## src/rtl/serial_link_physical_rx_oversampled.sv

```systemverilog
// Oversampled DDR receive channel for the serial link PHY.
// The forwarded clock and the data lanes are sampled with clk_i only. Each
// forwarded-clock edge restarts a phase counter. The lanes are captured when
// the counter reaches sample_shift_i. A fall/rise pair forms one
// 2*NumLanes-bit word, which is queued in a small FIFO.
//
// Ports:
//   clk_i, rst_ni        system clock, asynchronous active-low reset
//   enable_i             receiver enable; low returns the FSM to IDLE
//   sample_shift_i       clk_i cycles from edge detection to the sample point
//   ddr_rcv_clk_i        forwarded clock (idles high)
//   ddr_i                DDR data lanes
//   data_in_o            FIFO head word {rise_sample, fall_sample}
//   data_in_valid_o      FIFO not empty
//   data_in_ready_i      consumer pop
//   overflow_o           sticky: a word was dropped on a full FIFO
//   phase_err_o          sticky: an edge arrived before the pending sample
//   clear_err_i          clears both sticky flags
module serial_link_physical_rx_oversampled #(
  parameter int unsigned NumLanes   = 8,
  parameter int unsigned MaxClkDiv  = 32,
  parameter int unsigned FifoDepth  = 8,
  parameter int unsigned SyncStages = 2
) (
  input  logic                        clk_i,
  input  logic                        rst_ni,
  input  logic                        enable_i,
  input  logic [$clog2(MaxClkDiv):0]  sample_shift_i,
  input  logic                        ddr_rcv_clk_i,
  input  logic [NumLanes-1:0]         ddr_i,
  output logic [2*NumLanes-1:0]       data_in_o,
  output logic                        data_in_valid_o,
  input  logic                        data_in_ready_i,
  output logic                        overflow_o,
  output logic                        phase_err_o,
  input  logic                        clear_err_i
);

  localparam int unsigned PhaseW = $clog2(MaxClkDiv) + 1;
  localparam int unsigned WordW  = 2 * NumLanes;
  localparam int unsigned AddrW  = (FifoDepth > 1) ? $clog2(FifoDepth) : 1;
  localparam int unsigned PtrW   = AddrW + 1;

  typedef enum logic [2:0] {
    IDLE      = 3'd0,
    SAMPLE_LO = 3'd1,
    WAIT_RISE = 3'd2,
    SAMPLE_HI = 3'd3,
    WAIT_FALL = 3'd4
  } state_e;

  // ---------------------------------------------------------------------------
  // Synchronizers: clock lane idles high, data lanes reset low
  // ---------------------------------------------------------------------------
  logic [SyncStages-1:0]               clk_sync_q;
  logic [SyncStages-1:0][NumLanes-1:0] data_sync_q;
  logic                                sclk;
  logic [NumLanes-1:0]                 sdata;

  always_ff @(posedge clk_i or negedge rst_ni) begin
    if (!rst_ni) begin
      clk_sync_q  <= '1;
      data_sync_q <= '0;
    end else begin
      clk_sync_q[0]  <= ddr_rcv_clk_i;
      data_sync_q[0] <= ddr_i;
      for (int unsigned i = 1; i < SyncStages; i++) begin
        clk_sync_q[i]  <= clk_sync_q[i-1];
        data_sync_q[i] <= data_sync_q[i-1];
      end
    end
  end

  assign sclk  = clk_sync_q[SyncStages-1];
  assign sdata = data_sync_q[SyncStages-1];

  // ---------------------------------------------------------------------------
  // Edge detection. The edge flags and the data are registered together, so
  // in the edge-detect cycle dat_q still holds the lanes as they were at the
  // forwarded-clock edge.
  // ---------------------------------------------------------------------------
  logic                pclk_q;
  logic                rise_q;
  logic                fall_q;
  logic [NumLanes-1:0] dat_q;

  always_ff @(posedge clk_i or negedge rst_ni) begin
    if (!rst_ni) begin
      pclk_q <= 1'b1;
      rise_q <= 1'b0;
      fall_q <= 1'b0;
      dat_q  <= '0;
    end else begin
      pclk_q <= sclk;
      rise_q <= ~pclk_q & sclk;
      fall_q <= pclk_q & ~sclk;
      dat_q  <= sdata;
    end
  end

  // ---------------------------------------------------------------------------
  // Phase counter. An edge cycle counts as phase 0, and the counter saturates.
  // ---------------------------------------------------------------------------
  logic              edge_det;
  logic [PhaseW-1:0] phase_q;
  logic [PhaseW-1:0] phase_now;
  logic              at_sample;

  assign edge_det  = rise_q | fall_q;
  assign phase_now = edge_det ? '0 : phase_q;
  assign at_sample = (phase_now == sample_shift_i);

  always_ff @(posedge clk_i or negedge rst_ni) begin
    if (!rst_ni) begin
      phase_q <= '0;
    end else if (edge_det) begin
      phase_q <= PhaseW'(1);
    end else if (phase_q != '1) begin
      phase_q <= phase_q + PhaseW'(1);
    end
  end

  // ---------------------------------------------------------------------------
  // Receive FSM
  // ---------------------------------------------------------------------------
  state_e              state_q, state_d;
  logic [NumLanes-1:0] lo_q, lo_d;
  logic                push;
  logic                perr_set;

  always_ff @(posedge clk_i or negedge rst_ni) begin
    if (!rst_ni) begin
      state_q <= IDLE;
      lo_q    <= '0;
    end else begin
      state_q <= state_d;
      lo_q    <= lo_d;
    end
  end

  // Next state; an opposite edge during SAMPLE_* forces the sample right away
  always_comb begin
    state_d  = state_q;
    lo_d     = lo_q;
    push     = 1'b0;
    perr_set = 1'b0;
    case (state_q)
      IDLE, WAIT_FALL: begin
        if (fall_q) begin
          if (at_sample) begin
            lo_d    = dat_q;
            state_d = WAIT_RISE;
          end else begin
            state_d = SAMPLE_LO;
          end
        end
      end
      SAMPLE_LO: begin
        if (rise_q) begin
          lo_d     = dat_q;
          perr_set = 1'b1;
          state_d  = SAMPLE_HI;
        end else if (at_sample) begin
          lo_d    = dat_q;
          state_d = WAIT_RISE;
        end
      end
      WAIT_RISE: begin
        if (rise_q) begin
          if (at_sample) begin
            push    = 1'b1;
            state_d = WAIT_FALL;
          end else begin
            state_d = SAMPLE_HI;
          end
        end
      end
      SAMPLE_HI: begin
        if (fall_q) begin
          push     = 1'b1;
          perr_set = 1'b1;
          state_d  = SAMPLE_LO;
        end else if (at_sample) begin
          push    = 1'b1;
          state_d = WAIT_FALL;
        end
      end
      default: state_d = IDLE;
    endcase
    // Disable drops any half-received word but leaves the FIFO alone
    if (!enable_i) begin
      state_d  = IDLE;
      lo_d     = '0;
      push     = 1'b0;
      perr_set = 1'b0;
    end
  end

  // ---------------------------------------------------------------------------
  // Output FIFO (pointers carry one extra wrap bit)
  // ---------------------------------------------------------------------------
  logic [FifoDepth-1:0][WordW-1:0] mem_q;
  logic [PtrW-1:0]                 wr_ptr_q;
  logic [PtrW-1:0]                 rd_ptr_q;
  logic                            empty;
  logic                            full;
  logic                            pop;
  logic                            push_ok;
  logic                            ovf_set;

  assign empty   = (wr_ptr_q == rd_ptr_q);
  assign full    = (wr_ptr_q[AddrW] != rd_ptr_q[AddrW]) &&
                   (wr_ptr_q[AddrW-1:0] == rd_ptr_q[AddrW-1:0]);
  assign pop     = ~empty & data_in_ready_i;
  // A pop in the same cycle frees the slot the push needs
  assign push_ok = push & (~full | pop);
  assign ovf_set = push & full & ~pop;

  always_ff @(posedge clk_i or negedge rst_ni) begin
    if (!rst_ni) begin
      mem_q    <= '0;
      wr_ptr_q <= '0;
      rd_ptr_q <= '0;
    end else begin
      if (push_ok) begin
        mem_q[wr_ptr_q[AddrW-1:0]] <= {dat_q, lo_q};
        wr_ptr_q                   <= wr_ptr_q + PtrW'(1);
      end
      if (pop) begin
        rd_ptr_q <= rd_ptr_q + PtrW'(1);
      end
    end
  end

  assign data_in_o       = mem_q[rd_ptr_q[AddrW-1:0]];
  assign data_in_valid_o = ~empty;

  // ---------------------------------------------------------------------------
  // Sticky error flags; a new event beats a simultaneous clear
  // ---------------------------------------------------------------------------
  logic overflow_q;
  logic phase_err_q;

  always_ff @(posedge clk_i or negedge rst_ni) begin
    if (!rst_ni) begin
      overflow_q  <= 1'b0;
      phase_err_q <= 1'b0;
    end else begin
      overflow_q  <= ovf_set  | (overflow_q  & ~clear_err_i);
      phase_err_q <= perr_set | (phase_err_q & ~clear_err_i);
    end
  end

  assign overflow_o  = overflow_q;
  assign phase_err_o = phase_err_q;

endmodule

```

## config.mk

```make
export PLATFORM = sky130hd
export DESIGN_NAME = serial_link_physical_rx_oversampled
export DESIGN_NICKNAME = d
export VERILOG_FILES = /design/src/rtl/serial_link_physical_rx_oversampled.sv
export SDC_FILE = /design/constraint.sdc
export NUM_CORES = 1
export LEC_CHECK = 0
export BUFFER_PORTS_ARGS = -buffer_cell sky130_fd_sc_hd__buf_2
export CORE_MARGIN = 4
export CORE_UTILIZATION = 30
export CTS_BUF_LIST = sky130_fd_sc_hd__clkbuf_8
export DETAILED_ROUTE_END_ITERATION = 6
export HOLD_SLACK_MARGIN = 0.08
export PLACE_DENSITY = 0.43
export SYNTH_ARGS = -nofsm -noshare
export SYNTH_HDL_FRONTEND = slang
export SYNTH_SLANG_ARGS = --single-unit
```

## constraint.sdc

```tcl
create_clock -name clk_i -period 4.04 [get_ports clk_i]
set_input_delay 0.606 -clock clk_i [delete_from_list [all_inputs] [get_ports clk_i]]
set_output_delay 0.606 -clock clk_i [all_outputs]
set_load 0.01 [all_outputs]
```

Word level (Yosys, flattened, before mapping)
Cells that the tools add are included.
{"block": "word_totals", "register_bits": 184, "n_memories": 0, "latch_bits": 0, "out_inout_bits": 19, "ram_bits": 0, "in_bits": 20, "elab_cells": 99, "mem_bits_ro": 0}
{"block": "classes", "n_mul": 0, "div": 0, "n_mux": 32, "n_reduce_logical": 7, "magnitude_cmp": 3, "eq_ne": 14, "n_shift": 0, "bitwise": 18, "n_addsub": 3}
{"cell": "bitwise mux 128 bit", "count": 1}
{"cell": "binary-select mux 16 bit (select 3 bit)", "count": 1}
{"cell": "demux 16 bit (select 3 bit)", "count": 1}
{"cell": "two-way mux 16 bit", "count": 2}
{"cell": "two-way mux 8 bit", "count": 4}
{"cell": "two-way mux 3 bit", "count": 8}
{"cell": "two-way mux 6 bit", "count": 3}
{"cell": "case mux 8 bit (2 select lines)", "count": 1}
{"cell": "case mux 3 bit (4 select lines)", "count": 1}
{"cell": "adder 4 x 1 -> 4 bit, second input constant", "count": 2}
{"cell": "AND 1 bit", "count": 8}
{"cell": "less-than comparator 3 x 4 -> 1 bit, second input constant", "count": 2}
{"cell": "!= test 4 bit, second input constant", "count": 2}
{"cell": "two-way mux 1 bit", "count": 7}
{"cell": "adder 6 x 1 -> 6 bit, second input constant", "count": 1}
{"cell": "== test 3 x 2 -> 1 bit, second input constant", "count": 2}
{"cell": "== test 6 bit", "count": 1}
{"cell": "!= test 3 bit, second input constant", "count": 2}
{"cell": "!= test 6 bit, second input constant", "count": 1}
{"cell": "NOT 1 bit", "count": 6}
{"cell": "== test 4 bit", "count": 1}
{"cell": "OR 1 bit", "count": 4}
{"cell": "case mux 1 bit (2 select lines)", "count": 2}
{"cell": "AND reduction 4 bit", "count": 1}
{"cell": "12 further kinds", "count": 13}

Depth between registers and ports, before layout
Gate-level depths: netlist of the first run.
{"block": "logic_depth", "depth_word": 10, "mapped_depth": 9}

Least setup slack after synthesis of the first run
Ideal clock, no wire load.
{"block": "synth_timing", "kind": "input-to-reg", "startpoint": "input port sample_shift_i[2]", "endpoint": "register mem_q[101] in the netlist's numbering", "path_slack_ps": 1396, "arrival_ps": 2519, "setup_time_ps": 125, "n_path_buf": 3, "cell_stages": 8, "path_cell_list": "or4_1 -> o32a_1 -> a222oi_1 -> buf_4 -> buf_12 -> o21ai_4 -> buf_6 -> mux2_4"}
{"block": "synth_via", "elab_chain_len": 6, "elab_cells_between_ends": 7, "classes_between": "eq/ne (1); mux (5); bitwise (1)"}
{"item": "start, declared", "line": "28", "rtl": "input logic [$clog2(MaxClkDiv):0] sample_shift_i,"}
{"item": "== test 6 bit (*)", "line": "111", "rtl": "assign at_sample = (phase_now == sample_shift_i);"}
{"item": "two-way mux 1 bit (*)", "line": "170, 183"}
{"item": "two-way mux 1 bit, on equally long branches", "line": "179, 169"}
{"item": "case mux 1 bit (2 select lines) (*)", "line": "147", "rtl": "case (state_q)"}
{"item": "two-way mux 1 bit (*)", "line": "191", "rtl": "if (!enable_i) begin"}
{"item": "AND 1 bit (*)", "line": "216", "rtl": "assign push_ok = push & (~full | pop);"}
{"item": "end signal, assigned by index", "line": "226", "rtl": "mem_q[wr_ptr_q[AddrW-1:0]] <= {dat_q, lo_q};"}
{"item": "end, declared", "line": "202", "rtl": "logic [FifoDepth-1:0][WordW-1:0] mem_q;"}
Every way passes the cells marked *; elsewhere a longest branch is shown, timed or not.
A chain may end at the register's enable or synchronous reset.

Final worst setup path of the first run
{"block": "layout_timing", "startpoint": "register rd_ptr_q[0]", "endpoint": "output port data_in_o[7]"}
{"block": "layout_via", "elab_chain_len": 2}
{"item": "start, declared", "line": "204", "rtl": "logic [PtrW-1:0] rd_ptr_q;"}
{"item": "start signal, assigned", "line": "230", "rtl": "rd_ptr_q <= rd_ptr_q + PtrW'(1);"}
{"item": "binary-select mux 16 bit (select 3 bit)", "line": "235", "rtl": "assign data_in_o = mem_q[rd_ptr_q[AddrW-1:0]];"}
{"item": "two-way mux 16 bit (not written as such)", "line": "235"}
{"item": "end, declared", "line": "31", "rtl": "output logic [2*NumLanes-1:0] data_in_o,"}
No other way between the ends. The select of a mux whose other input is x is not followed.

==> flow_metrics.tcl, run 1 <==
set metrics [dict create \
    firstDrtPassIters 6 \
    drtIter0Drc 231 \
    leakagePower_uw 0.00435 \
    fp.dieW_um 174 \
    holdCritPathClass "in2async" \
    layout_common_cells "dfrtp_1, mux2_2, buf_2" \
    multiInputGateArea_mm2 0.00346 \
    fin_crit_sh_pct 78.2 \
    wl_per_cell_um 19.3 \
    cts_max_level 4 \
    yosysWarnings 0 \
    cts_buffers 17 \
    dp_slack_ns 0.759 \
    synth_edf_count 0 \
    critPathRequiredTime_ns 3.43 \
    antenna_cells 0 \
    coreArea_mm2 0.0270 \
    fin_ws_ns 0.883 \
    critPathLaunchType "register" \
    gp_congestion 0.752 \
    setup_viol 0 \
    end_kind "output pin" \
    ys_seq_area_share_pct 55.7 \
    clkSlewWorstSetupHoldPaths_ns 0.10 \
    setup_tns_ns 0 \
    rsz0062_at_grt "no" \
    dp_hpwl_mm 10.9 \
    yosysUniqueCellTypes 47 \
    fin_crit_ns 3.16 \
    syn_avg_cell_area_um2 15.1 \
    fmax_mhz 317 \
    fin_skew_ns 0.0190 \
    fp.dieH_um 174 \
    synth_flop_cell "dfrtp_1" \
    fin_total_pwr_uw 3820 \
    ios 39 \
    drive_above_1_share_pct 45.3 \
    grt_max_degree 85 \
    status "finished clean" \
    syn_nets 571 \
    fp.dieArea_mm2 0.0303 \
    vias 4644 \
    wl_mm 18.0 \
    via_per_inst 4.97 \
    crit_arrival_ns 2.55 \
    power.density_mw_per_mm2 416 \
    cts_tree "done" \
    grt_use_total_pct 12.5 \
    nNetsFinal 604 \
    rows 60 \
    holdBufCountCts 0 \
    mostFrequentLayoutCell "dfrtp_1" \
    clk_path_buf_depth 2 \
    grt_pass1_wl_mm 29.4 \
    synth_cells 548 \
    grt.overflow.total 0 \
    antenna_found_initial 0 \
    post-route-util_pct 33.9 \
    drc 0 \
    cts_resized 0 \
    critPathKind "reg2out" \
    path_max_fanout 35 \
    fill_cells 2648 \
    cts-root-buf "clkbuf_8" \
    synthArstFlopShare_pct 100 \
    portBuffers 38 \
    worst_pin_slew_ns 0.893 \
    hold_violations 0 \
    maxCapViolations 0 \
    syn-cell-area_mm2 0.00828 \
    synth-seq-cells 184 \
    start_util_pct 30.6 \
    ff_latch_area_mm2 0.00461 \
    area_growth_pct 10.9 \
    slew_headroom_pct 40.2 \
    ir_drop_v 0.000329 \
    slew_violations 0 \
    cts_setup_buffers 0 \
    insertion_delay_ns 0.47 \
    grt_pass1_vias 5102 \
    placed_area_mm2 0.00878 \
    clock-sinks 184 \
    fin_area_mm2 0.00918 \
    ant_nets 0 \
]
-- area by class of cell --
| cell class | instances | share of cell area, % |
|---|---|---|
| Timing Repair Buffer | 46 | 2.96 |
| Sequential cell | 184 | 50.2 |
| Inverter | 5 | 0.205 |
| Tap cell | 341 | 4.65 |
| Multi-Input combinational cell | 327 | 37.7 |
| Clock buffer | 17 | 2.55 |
| Clock inverter | 15 | 1.70 |
-- power breakdown --
group          leakage (µW)  total [µW]  internal [µW]  switching (µW)
combinational       0.00167         628            247             381
sequential          0.00249        1960           1890            69.1
clock              0.000196        1220            465             758
-- worst max-delay path: stages, from the launching register on --
cell	delay, ns
dfrtp_2	0.38
buf_4	0.61
mux4_2	0.60
mux2_2	0.32
buf_2	0.15
-- routing by layer --
layer / GRT usage (%) / part of all wire [%] / up-vias
met3: 2.63 / 2.5 / 12
met5: 0 / 0 / -
met1: 17.2 / 48 / 2489
met4: 3.17 / 1.0 / 0
met2: 20.1 / 48 / 58
li1: - / - / 2085
-- Yosys cell counts (all sizes together) (7+ instances only) --
master / count / share of area (%)
mux4: 32 / 8.7
nand2: 32 / 1.5
xnor2: 7 / 0.74
o21ai: 14 / 1.2
mux2: 146 / 21
xor2: 7 / 0.74
nor2: 14 / 0.63
nand3: 11 / 0.67
clkbuf: 11 / 0.50
dfrtp: 181 / 55
buf: 21 / 1.8
mux2i: 10 / 1.2
-- path summary, 6_finish.rpt --
kind | startpoint | end | slack, ns | depth (start not counted)
worst max register to register | fall_q$_DFF_PN0_ | mem_q[75]$_DFFE_PN0P_ | 0.95 | 6
min in group clk_i | ddr_rcv_clk_i | clk_sync_q[0]$_DFF_PN1_ | 0.23 | 1
worst min register to register | sdata[7]$_DFF_PN0_ | dat_q[7]$_DFF_PN0_ | 0.36 | 0
worst min-delay path | rst_ni | phase_err_o$_DFF_PN0_ | 0.12 | 1
worst max-delay path | rd_ptr_q[0]$_DFFE_PN0P_ | data_in_o[7] | 0.88 | 4
max in group asynchronous | rst_ni | mem_q[41]$_DFFE_PN0P_ | 2.98 | 2
-- through the flow --
stage,std cells,hold WS [ns]
after CTS,935,0.125
after floorplan,548,0.310
after global placement,903,0.336
after global routing,935,0.143
after detailed placement,903,0.336
final,935,0.123
-- state kept, by name, indices dropped and copies added, names as in the netlist, 2 cells and up --
register,cells
wr_ptr_q,4
data_sync_q,8
mem_q,128
dat_q,8
sdata,8
rd_ptr_q,4
clk_sync_q,2
state_q,3
lo_q,8
phase_q,6
-- cell families after synthesis --
| group | synth area share, % |
|---|---|
| AO/OA/AOI/OAI | 4.52 |
| XOR/XNOR | 1.48 |
| adder cells (fa/ha/maj) | 0.454 |
| buffers and inverters | 2.54 |
| flip-flops | 55.7 |
| multiplexers | 30.7 |
| AND/OR/NAND/NOR | 4.64 |
Note: power is estimated with default switching activity, not from simulation.
==> run 2, diff against run 1 <==
- ABC_AREA: unset -> 1
- PLACE_DENSITY: 0.43 -> 0.44
- clock period: 4.04 -> 2.65 ns (I/O delays scaled with it)
==> run 2 against run 1 <==
Effect of this change:
- via count increased by 49%
- setup slack got worse by 0.69 ns
- first-iteration DRC count increased by 94%
- critical path type unchanged
- critical endpoint is now data_in_o[2]
- largest cell class unchanged
==> flow_metrics.tcl, run 2 <==
set metrics [dict create \
    cts_max_level 4 \
    power_frac_seq_pct 39.6 \
    start_util_pct 30.8 \
    path_max_fanout 34 \
    end_kind "output pin" \
    crit_arrival_ns 2.06 \
    fin_area_mm2 0.00980 \
    dp_hpwl_mm 15.6 \
    switchingPower_uw 3300 \
    wl_per_cell_um 16.6 \
    ff_latch_area_mm2 0.00461 \
    grt_pass1_vias 7102 \
    fin_total_pwr_uw 8010 \
    ys_seq_area_share_pct 55.0 \
    r2r_end "mem_q[97]$_DFFE_PN0P_" \
    holdCritPathClass "in2reg" \
    antenna_found_initial 0 \
    rrSetupSlack_ns 0.29 \
    synthTopCellsByArea "dfrtp_1, nand2_1, nor2_1, o21ai_0, clkbuf_1" \
    p_clk_share_pct 25.6 \
    nNetsFinal 1135 \
    use_met1_pct 22.4 \
    multiInputGateArea_mm2 0.00334 \
    coreArea_mm2 0.0272 \
    hold-path-endpoint "rd_ptr_q[0]$_DFFE_PN0P_" \
    critPathRequiredTime_ns 2.25 \
    slew_violations 0 \
    synth_edf_count 0 \
    fmax_mhz 406 \
    r2r_cells 15 \
    yosysWarnings 0 \
    ant_nets 0 \
    cts_buffers 17 \
    fill_cells 2898 \
    ios 39 \
    yosysTopAreaCellShare_pct 54.1 \
    fin_crit_ns 2.46 \
    via_per_inst 4.62 \
    critPathKind "reg2out" \
    wl_mm 24.9 \
    cts_tree "done" \
    ir_drop_v 0.000442 \
    slew_headroom_pct 58.2 \
    grt_util_met3_pct 3.14 \
    dp_slack_ns 0.0972 \
    insertion_delay_ns 0.49 \
    antenna_cells 0 \
    portBuffers 38 \
    synth_cells 1061 \
    drtIter0Drc 449 \
    placed_area_mm2 0.00912 \
    power.density_mw_per_mm2 818 \
    switching_share_pct 41.2 \
    synth_common_cells "nand2_1, dfrtp_1, nor2_1" \
    intPower_uw 4710 \
    firstDrtPassIters 5 \
    mostFrequentLayoutCell "nand2_1" \
    critPathLaunchType "register" \
    worst_pin_slew_ns 0.620 \
    yosysUniqueCellTypes 32 \
    maxCapViolations 0 \
    whs_ns 0.213 \
    largest_register "mem_q" \
    fin_ws_ns 0.188 \
    use_met2_pct 28.4 \
    rsz0062_at_grt "yes" \
    fin_skew_ns 0.0253 \
    grt.overflow.total 0 \
    clock-sinks 184 \
    largest_reg_flops 128 \
    leakagePower_uw 0.00503 \
    vias 6916 \
    syn_avg_cell_area_um2 7.89 \
    hold_violations 0 \
    clk_path_buf_depth 2 \
    drive_above_1_share_pct 11.8 \
    syn-cell-area_mm2 0.00837 \
    grt-busiest-layer "met2" \
    r2r_start "rise_q$_DFF_PN0_" \
    drc 0 \
    cts-root-buf "clkbuf_8" \
    setup_viol 0 \
    synth_flop_cell "dfrtp_1" \
    min_from "data_in_ready_i" \
    synth-seq-cells 184 \
    comb_power_share_pct 34.8 \
    grt_max_degree 68 \
    gp_congestion 0.814 \
    layout_common_cells "nand2_1, dfrtp_1, nor2_1" \
    yosysTopAreaCell "dfrtp_1" \
    syn_nets 1084 \
    area_growth_pct 17.0 \
    fp.dieH_um 175 \
    rows 60 \
    synth.most_common_cell "nand2_1" \
    fp.dieW_um 175 \
    whs_path_depth 3 \
    fp.dieArea_mm2 0.0307 \
    status "finished clean" \
    fin_crit_sh_pct 92.9 \
    grt_use_total_pct 16.8 \
    grt_pass1_wl_mm 40.7 \
    post-route-util_pct 36.1 \
    clkSlewWorstSetupHoldPaths_ns 0.11 \
    synthArstFlopShare_pct 100 \
]
## run 2: critical path, cell delays in order (launching register included)
cell,delay (ns)
dfrtp_2,0.44
clkinv_1,0.10
buf_6,0.27
o21ai_0,0.18
o22ai_1,0.15
nor2_1,0.07
a31oi_1,0.20
buf_2,0.18
## run 2: worst max-delay path by stage
| stage | startpoint | cells past startpoint | end |
|---|---|---|---|
| global route | rd_ptr_q[0]$_DFFE_PN0P_ | 6 | data_in_o[6] |
| floorplan | fall_q$_DFF_PN0_ | 14 | mem_q[22]$_DFFE_PN0P_ |
| CTS | rd_ptr_q[0]$_DFFE_PN0P_ | 6 | data_in_o[0] |
| detailed placement | rise_q$_DFF_PN0_ | 14 | mem_q[103]$_DFFE_PN0P_ |
| finish | rd_ptr_q[0]$_DFFE_PN0P_ | 7 | data_in_o[2] |
| global placement | rise_q$_DFF_PN0_ | 14 | mem_q[98]$_DFFE_PN0P_ |
## run 2: timing repair
| action | in CTS | in global routing |
|---|---|---|
| endpoints found under the setup margin | 2 | 116 |
| cloned | 0 | 2 |
| pin swaps | 0 | 4 |
| gates resized for setup | 1 | 6 |
| setup buffers | 0 | 6 |
| hold buffers | 11 | 0 |
| endpoints found under the hold margin | 73 | 0 |
## run 2: cells by family (layout without fill, tap and decap cells)
group | Yosys count | in the layout | share of synthesized area, %
and+or+nand+nor | 630 | 632 | 30.0
xor gates and xnor gates | 7 | 7 | 0.732
muxes | 1 | 1 | 0.134
DFF | 184 | 184 | 55.0
AOI/OAI and AO/OA | 128 | 128 | 8.32
buffers and inverters | 108 | 170 | 5.35
adders and majority gates | 3 | 3 | 0.448
## run 2: per-layer routing
layer  part of all wire [%]  vias up  routed length [µm]
met4                    2.0        0                 507
met3                    3.4       28                 845
met2                     47      106               11800
li1                       -     3447                   -
met1                     47     3335               11800
met5                      0        -                   0
## run 2: final cells by class
type,count,share of cell area (%)
repair buffers,92,7.86
flip-flops and latches,184,47.0
well taps,372,4.75
clock inverters,15,2.13
clock buffers,17,2.39
inverters,46,1.76
multi-input cells,771,34.1
## run 2: power groups by stage
stage	logic, µW	registers [µW]	clock network [µW]
global placement	2830	3230	0
detailed placement	2810	3230	0
CTS	2840	3170	2120
global route	3180	3200	2230
floorplan	1790	3130	0
finish	2790	3170	2050
## run 2: per-stage QoR
step                instances   TNS, ns
floorplan                1061         0
global placement         1446         0
detailed placement       1446         0
CTS                      1489         0
global route             1497  -0.00406
finish                   1497         0
==> run 3, diff against run 2 <==
- CELL_PAD_IN_SITES_DETAIL_PLACEMENT: unset -> 0
- CELL_PAD_IN_SITES_GLOBAL_PLACEMENT: unset -> 1
- CORE_UTILIZATION: 30 -> 43
- PLACE_DENSITY: 0.44 -> 0.76
==> run 3 against run 2 <==
Effect of this change:
- register-to-register slack hardly changed
- largest cell class unchanged
- clock skew shrank 0.0076 ns
- core utilization up 14 points
- setup slack lost 0.041 ns
- die area is 29% lower
- critical path depth down 1
- design area down 2.8%
- critical path type unchanged
- hold slack worse by 0.092 ns
==> flow_metrics.tcl, run 3 (synthesis gave the netlist of run 2 again) <==
set metrics [dict create \
    status "finished clean" \
    placed_area_mm2 0.00898 \
    start_util_pct 44.2 \
    hold_violations 0 \
    min_from "clear_err_i" \
    ios 39 \
    holdCritPathClass "in2reg" \
    r2r_start "rise_q$_DFF_PN0_" \
    switchingPower_uw 3190 \
    fin_crit_sh_pct 94.4 \
    grt_pass1_vias 6987 \
    path_max_fanout 67 \
    cts-root-buf "clkbuf_8" \
    fmax_mhz 400 \
    cts_tree "done" \
    r2r_end "mem_q[125]$_DFFE_PN0P_" \
    largest_register "mem_q" \
    power_frac_seq_pct 40.2 \
    fin_ws_ns 0.148 \
    cts_setup_buffers 0 \
    cpLargestDelayFamily "compound AO/OA/AOI/OAI gates" \
    critPathKind "reg2out" \
    nNetsFinal 1129 \
    ir_drop_v 0.000374 \
    wl_per_cell_um 16.5 \
    leakagePower_uw 0.00498 \
    use_met1_pct 32.1 \
    coreArea_mm2 0.0190 \
    grt_pass1_wl_mm 38.0 \
    rsz0062_at_grt "yes" \
    worst_pin_slew_ns 0.572 \
    critPathLaunchType "register" \
    cts_buffers 17 \
    whs_path_depth 2 \
    via_per_inst 5.05 \
    vias 6960 \
    clk_path_buf_depth 2 \
    grt.overflow.total 0 \
    multiInputGateArea_mm2 0.00334 \
    antenna_found_initial 0 \
    use_met2_pct 35.1 \
    crit_cells 6 \
    ff_latch_area_mm2 0.00461 \
    power.density_mw_per_mm2 830 \
    p_clk_share_pct 24.5 \
    firstDrtPassIters 5 \
    dp_hpwl_mm 14.7 \
    switching_share_pct 40.4 \
    fin_area_mm2 0.00952 \
    area_growth_pct 13.7 \
    setup_viol 0 \
    fp.dieH_um 148 \
    critPathRequiredTime_ns 2.25 \
    cp_slowest_cell "dfrtp_2" \
    grt-busiest-layer "met2" \
    drc 0 \
    gp_congestion 0.811 \
    comb_power_share_pct 35.3 \
    ant_nets 0 \
    grt_max_degree 68 \
    fp.dieW_um 148 \
    antenna_cells 0 \
    wl_mm 22.7 \
    rows 50 \
    grt_use_total_pct 22.0 \
    maxCapViolations 0 \
    grt_util_met3_pct 2.73 \
    slew_headroom_pct 61.5 \
    slowest_delay_ns 0.45 \
    end_kind "output pin" \
    layout_common_cells "nand2_1, dfrtp_1, nor2_1" \
    rrSetupSlack_ns 0.28 \
    fp.dieArea_mm2 0.0218 \
    hold-path-endpoint "overflow_o$_DFF_PN0_" \
    largest_reg_flops 128 \
    portBuffers 38 \
    slew_violations 0 \
    insertion_delay_ns 0.48 \
    critPathBufInv 2 \
    clkSlewWorstSetupHoldPaths_ns 0.10 \
    clock-sinks 184 \
    drive_above_1_share_pct 11.4 \
    crit_start "rd_ptr_q[0]$_DFFE_PN0P_" \
    intPower_uw 4710 \
    fin_crit_ns 2.50 \
    whs_ns 0.121 \
    fin_skew_ns 0.0177 \
    fill_cells 1888 \
    mostFrequentLayoutCell "nand2_1" \
    r2r_cells 14 \
    cts_max_level 4 \
    drtIter0Drc 630 \
    crit_arrival_ns 2.10 \
    cp_cell_sequence "buf_16 > o21ai_0 > o22ai_1 > nor2_1 > a31oi_2 > buf_2" \
    dp_slack_ns 0.0891 \
]
[run 3: cell types whose count changed in the layout (fill, tap and decap cells not counted), sizes merged]
cell,delta
nor2,-1
clkinv,-2
dlygate4sd3,-1
clkbuf,-1
inv,+2
buf,-3
[run 3: routing by layer]
metal | wire length, µm | part of all wire (%) | vias to the layer above
li1 | - | - | 3443
met1 | 10800 | 47 | 3323
met2 | 10500 | 46 | 168
met3 | 1140 | 5.0 | 26
met4 | 281 | 1.2 | 0
met5 | 0 | 0 | -
[run 3: worst max path at each step]
stage / slack, ns / end
after floorplan: 0.49 / mem_q[22]$_DFFE_PN0P_
after global placement: 0.16 / mem_q[121]$_DFFE_PN0P_
after detailed placement: 0.09 / mem_q[125]$_DFFE_PN0P_
after CTS: 0.007 / data_in_o[7]
after global routing: -0.007 / mem_q[114]$_DFFE_PN0P_
final: 0.15 / data_in_o[1]
[run 3: area by class of cell]
type	instances	share of cell area [%]
Sequential cell	184	48.4
Multi-Input combinational cell	770	35.1
Timing Repair Buffer	87	6.99
Tap cell	260	3.42
Clock buffer	17	2.46
Inverter	46	1.87
Clock inverter	15	1.81
[run 3: repair_timing]
action                                  CTS  global route
endpoints found under the setup margin    1           140
hold buffers                             10             0
gates resized for setup                   1             7
endpoints found under the hold margin    65             0
gates cloned                              0             1
pin swaps                                 0             1
[run 3: power groups by stage]
stage	registers (µW)	logic, µW	clock network [µW]
after floorplan	3130	1790	0
after global placement	3220	2800	0
after detailed placement	3220	2780	0
after CTS	3160	2810	1990
after global routing	3210	3150	2080
final	3170	2790	1940
[run 3: through the flow]
stage	utilization, %	setup TNS (ns)	instances	total power (µW)
detailed placement	47.4	0	1336	6000
floorplan	-	0	1061	4920
CTS	50.1	0	1378	7960
finish	50.2	0	1379	7900
global placement	47.4	0	1336	6020
global route	50.2	-0.00682	1379	8440
